===== src/rtl/cpu_mem_slv.sv =====
// rtl/cpu_mem_slv.sv - AXI slave backed by NUM_WORDS x 128-bit registers, INCR bursts of 16-byte beats
// Optional CPU_MEM_SLV_DECERR_EN: out-of-window beats return DECERR instead of aliasing.
module cpu_mem_slv #(
  parameter int          NUM_WORDS = 16,
  parameter logic [31:0] BASE_ADDR = 32'h0000_0000
) (
  input  logic         ACLK,
  input  logic         ARESETn,
  input  logic [31:0]  AWADDR,
  input  logic [7:0]   AWID,
  input  logic [3:0]   AWSIZE,
  input  logic [3:0]   AWLEN,
  input  logic         AWVALID,
  output logic         AWREADY,
  input  logic [127:0] WDATA,
  input  logic [15:0]  WSTRB,
  input  logic         WLAST,
  input  logic         WVALID,
  output logic         WREADY,
  output logic [7:0]   BID,
  output logic [1:0]   BRESP,
  output logic         BVALID,
  input  logic         BREADY,
  input  logic [31:0]  ARADDR,
  input  logic [7:0]   ARID,
  input  logic [3:0]   ARSIZE,
  input  logic [3:0]   ARLEN,
  input  logic         ARVALID,
  output logic         ARREADY,
  output logic [7:0]   RID,
  output logic [127:0] RDATA,
  output logic [1:0]   RRESP,
  output logic         RLAST,
  output logic         RVALID,
  input  logic         RREADY
);

  localparam int          AW          = (NUM_WORDS > 1) ? $clog2(NUM_WORDS) : 1;
  localparam logic [3:0]  SIZE_16B    = 4'd4;
  localparam logic [1:0]  RESP_OKAY   = 2'b00;
  localparam logic [1:0]  RESP_SLVERR = 2'b10;
`ifdef CPU_MEM_SLV_DECERR_EN
  localparam logic [31:0] SPAN        = 32'(NUM_WORDS * 16);
  localparam logic [1:0]  RESP_DECERR = 2'b11;
`endif

  typedef enum logic [1:0] {W_IDLE, W_DATA, W_RESP} w_state_t;
  typedef enum logic       {R_IDLE, R_DATA}         r_state_t;

  logic [127:0] mem [NUM_WORDS];

  // BASE_ADDR is window-aligned, so the index is just the low word-address bits of the offset
  function automatic logic [AW-1:0] word_idx(input logic [31:0] a);
    return AW'((a - BASE_ADDR) >> 4);
  endfunction

`ifdef CPU_MEM_SLV_DECERR_EN
  function automatic logic in_range(input logic [31:0] a);
    return (a - BASE_ADDR) < SPAN;
  endfunction
`endif

  // ---------------- write path ----------------
  w_state_t    w_state, w_next;
  logic [31:0] w_addr;
  logic [7:0]  w_id;
  logic [3:0]  w_len;
  logic [3:0]  w_size;
  logic [3:0]  w_cnt;
  logic        w_slverr;
  logic        w_decerr;
  logic        w_last_beat;
  logic        aw_hs;
  logic        w_hs;
  logic        w_write_en;

  assign aw_hs       = AWVALID & AWREADY;
  assign w_hs        = WVALID & WREADY;
  assign w_last_beat = (w_cnt == w_len);
  assign BID         = w_id;

`ifdef CPU_MEM_SLV_DECERR_EN
  assign w_write_en = w_hs && (w_size == SIZE_16B) && in_range(w_addr);
`else
  assign w_write_en = w_hs && (w_size == SIZE_16B);
`endif

  always_comb begin
    w_next  = w_state;
    AWREADY = 1'b0;
    WREADY  = 1'b0;
    BVALID  = 1'b0;
    BRESP   = RESP_OKAY;
    case (w_state)
      W_IDLE: begin
        AWREADY = 1'b1;
        if (AWVALID) w_next = W_DATA;
      end
      W_DATA: begin
        WREADY = 1'b1;
        if (WVALID && w_last_beat) w_next = W_RESP;
      end
      W_RESP: begin
        BVALID = 1'b1;
        if (w_slverr || (w_size != SIZE_16B)) BRESP = RESP_SLVERR;
`ifdef CPU_MEM_SLV_DECERR_EN
        else if (w_decerr)                   BRESP = RESP_DECERR;
`endif
        if (BREADY) w_next = W_IDLE;
      end
      default: w_next = W_IDLE;
    endcase
  end

  always_ff @(posedge ACLK or negedge ARESETn) begin
    if (!ARESETn) begin
      w_state  <= W_IDLE;
      w_addr   <= '0;
      w_id     <= '0;
      w_len    <= '0;
      w_size   <= '0;
      w_cnt    <= '0;
      w_slverr <= 1'b0;
      w_decerr <= 1'b0;
    end else begin
      w_state <= w_next;
      if (aw_hs) begin
        w_addr   <= AWADDR;
        w_id     <= AWID;
        w_len    <= AWLEN;
        w_size   <= AWSIZE;
        w_cnt    <= '0;
        w_slverr <= 1'b0;
        w_decerr <= 1'b0;
      end
      if (w_hs) begin
        w_addr <= w_addr + 32'd16;
        w_cnt  <= w_cnt + 4'd1;
        if (WLAST != w_last_beat) w_slverr <= 1'b1;
`ifdef CPU_MEM_SLV_DECERR_EN
        if (!in_range(w_addr)) w_decerr <= 1'b1;
`endif
      end
    end
  end

  always_ff @(posedge ACLK or negedge ARESETn) begin
    if (!ARESETn) begin
      for (int i = 0; i < NUM_WORDS; i++) mem[i] <= '0;
    end else if (w_write_en) begin
      for (int b = 0; b < 16; b++) begin
        if (WSTRB[b]) mem[word_idx(w_addr)][8*b +: 8] <= WDATA[8*b +: 8];
      end
    end
  end

  // ---------------- read path ----------------
  r_state_t     r_state, r_next;
  logic [31:0]  r_addr;
  logic [3:0]   r_len;
  logic [3:0]   r_size;
  logic [3:0]   r_cnt;
  logic         ar_hs;
  logic         r_hs;
  logic         fetch_en;
  logic [31:0]  fetch_addr;
  logic [3:0]   fetch_size;
  logic [127:0] fetch_data;
  logic [1:0]   fetch_resp;

  assign ar_hs = ARVALID & ARREADY;
  assign r_hs  = RVALID & RREADY;

  always_comb begin
    r_next  = r_state;
    ARREADY = 1'b0;
    RVALID  = 1'b0;
    RLAST   = 1'b0;
    case (r_state)
      R_IDLE: begin
        ARREADY = 1'b1;
        if (ARVALID) r_next = R_DATA;
      end
      R_DATA: begin
        RVALID = 1'b1;
        RLAST  = (r_cnt == r_len);
        if (RREADY && (r_cnt == r_len)) r_next = R_IDLE;
      end
      default: r_next = R_IDLE;
    endcase
  end

  // Each beat is sampled into RDATA on the edge that starts its presentation, so it
  // holds through stalls and a same-edge write to that word is not seen.
  assign fetch_en   = ar_hs | (r_hs & ~RLAST);
  assign fetch_addr = (r_state == R_IDLE) ? ARADDR : (r_addr + 32'd16);
  assign fetch_size = (r_state == R_IDLE) ? ARSIZE : r_size;

  always_comb begin
    fetch_data = '0;
    fetch_resp = RESP_OKAY;
    if (fetch_size != SIZE_16B) begin
      fetch_resp = RESP_SLVERR;
`ifdef CPU_MEM_SLV_DECERR_EN
    end else if (!in_range(fetch_addr)) begin
      fetch_resp = RESP_DECERR;
`endif
    end else begin
      fetch_data = mem[word_idx(fetch_addr)];
    end
  end

  always_ff @(posedge ACLK or negedge ARESETn) begin
    if (!ARESETn) begin
      r_state <= R_IDLE;
      r_addr  <= '0;
      r_len   <= '0;
      r_size  <= '0;
      r_cnt   <= '0;
      RID     <= '0;
      RDATA   <= '0;
      RRESP   <= RESP_OKAY;
    end else begin
      r_state <= r_next;
      if (ar_hs) begin
        r_addr <= ARADDR;
        r_len  <= ARLEN;
        r_size <= ARSIZE;
        r_cnt  <= '0;
        RID    <= ARID;
      end
      if (r_hs) begin
        r_addr <= r_addr + 32'd16;
        r_cnt  <= r_cnt + 4'd1;
      end
      if (fetch_en) begin
        RDATA <= fetch_data;
        RRESP <= fetch_resp;
      end
    end
  end

endmodule


===== config.mk =====
export PLATFORM = sky130hd
export DESIGN_NAME = cpu_mem_slv
export DESIGN_NICKNAME = d
export VERILOG_FILES = /design/src/rtl/cpu_mem_slv.sv
export SDC_FILE = /design/constraint.sdc
export NUM_CORES = 2
export LEC_CHECK = 0
export CAP_MARGIN = 10
export CORE_MARGIN = 3
export CORE_UTILIZATION = 35
export CTS_CLUSTER_DIAMETER = 80
export CTS_CLUSTER_SIZE = 14
export DETAILED_ROUTE_END_ITERATION = 10
export MAX_ROUTING_LAYER = met4
export PLACE_DENSITY = 0.53
export SKIP_CTS_REPAIR_TIMING = 1
export SLEW_MARGIN = 15
export SYNTH_ARGS = -nofsm -noshare
export SYNTH_HDL_FRONTEND = slang
export SYNTH_SLANG_ARGS = --single-unit

===== constraint.sdc =====
create_clock -name ACLK -period 6.5 [get_ports ACLK]
set_input_delay 0.65 -clock ACLK [delete_from_list [all_inputs] [get_ports ACLK]]
set_output_delay 0.65 -clock ACLK [all_outputs]
set_load 0.01 [all_outputs]

==> flow_metrics.py <==
metrics = {
    "status": {
        "status": "finished, final reports clean",
    },
    "setup_path": {
        "critical_path.startpoint": "r_state$_DFF_PN0_",
        "crit_path_max_incr_delay_ns": 0.97,
        "cp-start-kind": "flop",
        "end_kind": "flop",
        "cp-endpoint": "RDATA[92]$_DFFE_PN0P_",
        "crit_type": "reg -> reg",
        "cp_data_arrival_time_ns": 5.13,
        "cp_common_cell": "buf_4",
        "timing.rr.end": "RDATA[92]$_DFFE_PN0P_",
        "crit_required_ns": 7.20,
        "worstReg2RegStart": "r_state$_DFF_PN0_",
        "cp_top_family": "compound AO/OA/AOI/OAI gates",
        "crit_path_top_delay_cell": "dfrtp_4",
        "cp_num_buf_inv": 2,
        "rr_worst_depth": 7,
        "crit_chain": "buf_4 -> mux2_8 -> nand2_1 -> buf_4 -> o22ai_1 -> a211oi_1 -> o21ai_1",
        "r2r_slack_ns": 2.07,
        "crit_fanout": 60,
        "path_depth": 7,
    },
    "final_layout": {
        "drive_above_1_share_pct": 29.7,
        "nFillCells": 27948,
        "utilization_pct": 39.5,
        "area_growth_pct": 12.2,
        "finalNetCount": 8896,
    },
    "timing": {
        "finalSetupTns_ns": 0,
        "max_freq_ghz": 0.226,
        "max-slew-margin-rel_pct": 15.0,
        "finalClockSkew_ns": 0.0634,
        "timing.hold.ws_ns": 0.278,
        "worst_slew_pin_slew_ns": 1.27,
        "hold_viol_final": 0,
        "period_share_pct": 68.2,
        "setup_viol": 0,
        "slew_violations": 0,
        "rsz0062_at_grt": "no",
        "min_period_ns": 4.43,
    },
    "job": {
        "drv_cap": 0,
    },
    "cts": {
        "htreeDepth": 4,
        "cts_root_buf": "clkbuf_16",
        "worst_skew_pair.late_latency_ns": 0.88,
        "clk_pin_slew_ns": 0.07,
        "clk_path_buf_depth": 4,
        "cts_tree": "done",
        "cts_buffers": 190,
        "cts.sinks": 2229,
    },
    "global_route": {
        "grt_pass1_wl_mm": 519,
        "antenna_found_initial": 68,
        "track_usage_pct": 23.9,
        "grt_start_max_net_pins": 171,
        "grt-ovfl-total": 0,
        "grt_pass1_vias": 72260,
    },
    "detailed_routing": {
        "vias": 71722,
        "wirelength_mm": 360,
        "drt_pass1_iterations": 5,
        "avgViaCountPerCell": 5.68,
        "antenna_left": 0,
        "drt-initial-drc-count": 6500,
        "drc": 0,
        "wl_per_cell_um": 28.5,
    },
    "synthesis": {
        "synth.avg_cell_area_sq_um": 12.1,
        "ys_ff_latch": 2229,
        "async_flop_share_pct": 100,
        "synth_top_area_share_pct": 53.8,
        "synth-edff-count": 0,
        "yosysWarnings": 0,
        "synth_area_sq_um": 104000,
        "synth-seq-area-share_pct": 53.8,
        "netlist_top_cells_area": "dfrtp_1 (54%), mux2_2 (21%), nand2_1 (4.5%)",
        "synth_cell_types": 79,
        "synth_top_area_cell": "dfrtp_1",
        "synthCells": 8542,
        "ys.flop_type": "dfrtp_1",
    },
    "die": {
        "die_w_um": 550,
        "die_h_um": 550,
        "placeableCoreArea_sq_um": 294000,
        "die-area_sq_um": 303000,
        "io_pins": 402,
        "start_util_pct": 35.2,
        "rows": 199,
    },
    "power": {
        "leakage_uw": 0.0563,
        "power_density_nw_per_um2": 471,
        "peakVddDrop_v": 0.000822,
        "power_uw": 54700,
    },
    "min_path": {
        "hold_path_class": "in -> reg",
    },
    "placement": {
        "dp_hpwl_mm": 219,
        "gp_congestion": 0.802,
        "io_buffer_count": 343,
    },
}
## worst min-delay path by stage
stage | slack [ns] | cells past startpoint | to | start
CTS | -0.17 | 1 | mem[695]$_DFFE_PN0P_ | ARESETn
global placement | 0.46 | 2 | r_size[1]$_DFFE_PN0P_ | r_size[1]$_DFFE_PN0P_
finish | 0.28 | 3 | r_addr[4]$_DFFE_PN0P_ | ARADDR[4]
global route | 0.27 | 3 | r_addr[4]$_DFFE_PN0P_ | ARADDR[4]
detailed placement | 0.46 | 2 | w_size[2]$_DFFE_PN0P_ | w_size[2]$_DFFE_PN0P_
floorplan | 0.35 | 0 | BID[0]$_DFFE_PN0P_ | ARESETn
## final cells by class
| class | count | area (sq um) | area share, % |
|---|---|---|---|
| Sequential cell | 2229 | 55800 | 48.0 |
| Multi-Input combinational cell | 5709 | 45400 | 39.0 |
| Timing Repair Buffer | 503 | 5000 | 4.30 |
| Tap cell | 3919 | 4900 | 4.22 |
| Clock buffer | 200 | 4860 | 4.18 |
| Clock inverter | 17 | 256 | 0.221 |
| Antenna cell | 37 | 92.6 | 0.0796 |
| Inverter | 8 | 30.0 | 0.0258 |
## cell usage after synthesis, drive strengths merged, types with 49 or more instances
library cell  instances
o22ai               163
and2                104
nor2                234
mux2i               118
mux4                110
buf                 266
nor2b               116
a21oi               296
dfrtp              2229
o21ai               215
mux2               2049
a22oi                68
nand3               352
o41ai                49
clkbuf              331
nand2              1337
## sequential cells by signal, summed over array words and instances, names as in the netlist, 2 cells and up
register / flops
mem: 2048
RDATA: 128
BID: 8
RID: 8
r_addr: 4
r_cnt: 4
r_len: 4
r_size: 4
w_addr: 4
w_cnt: 4
w_len: 4
w_size: 4
w_state: 2
## kinds of logic after synthesis
kind of cell             Yosys count  share of synthesized area, %
multiplexers                    2277                          25.8
other                              1                       0.00362
AND/OR/NAND/NOR                 2253                          10.1
adder cells (fa/ha/maj)            7                        0.0845
buffers and inverters            605                          2.65
AO/OA/AOI/OAI                   1156                          7.40
XOR/XNOR                          14                         0.126
flip-flops                      2229                          53.8
## power by group
part | switching, uW | internal (uW) | leakage [uW] | total [uW]
Sequential | 1600 | 16400 | 0.0309 | 18000
Clock | 5220 | 5410 | 0.00251 | 10600
Combinational | 18200 | 7890 | 0.0230 | 26100
## per-layer routing
layer / wire length, um / up-vias / global-route usage, %
met3: 24300 / 600 / 4.87
met1: 157000 / 37919 / 31.5
met2: 166000 / 2419 / 36.8
li1: - / 30784 / -
met5: 0 / - / -
met4: 12700 / 0 / 8.16
## cells in the final DEF, fill, tap and decap left out, types with 132 or more instances in the layout
cell	netlist	layout
clkdlybuf4s50_1	0	340
o21ai_0	199	199
clkbuf_16	0	191
dfrtp_1	2229	2227
nor2_1	231	226
nand3_1	352	352
nand2_1	1237	1234
buf_4	23	132
mux2_2	1895	1895
mux2_1	154	153
a21oi_1	295	293
o22ai_1	162	161
## metrics by stage
step / setup WS [ns] / instance area, sq um / std cells
3_3_place_gp: 1.87 / 111000 / 12367
2_1_floorplan: 3.96 / 104000 / 8543
3_5_place_dp: 1.76 / 111000 / 12367
4_1_cts: 2.06 / 116000 / 12584
6_report: 2.07 / 116000 / 12622
5_1_grt: 1.97 / 116000 / 12612
## worst register-to-register path: cells and delay by family, from the launching register on
kind / cells / cell delay (ns)
compound gates: 3 / 1.08
flops: 1 / 0.97
buf+inv: 2 / 0.79
simple gates: 1 / 0.77
mux: 1 / 0.66
(Power assumes the default switching activity.)
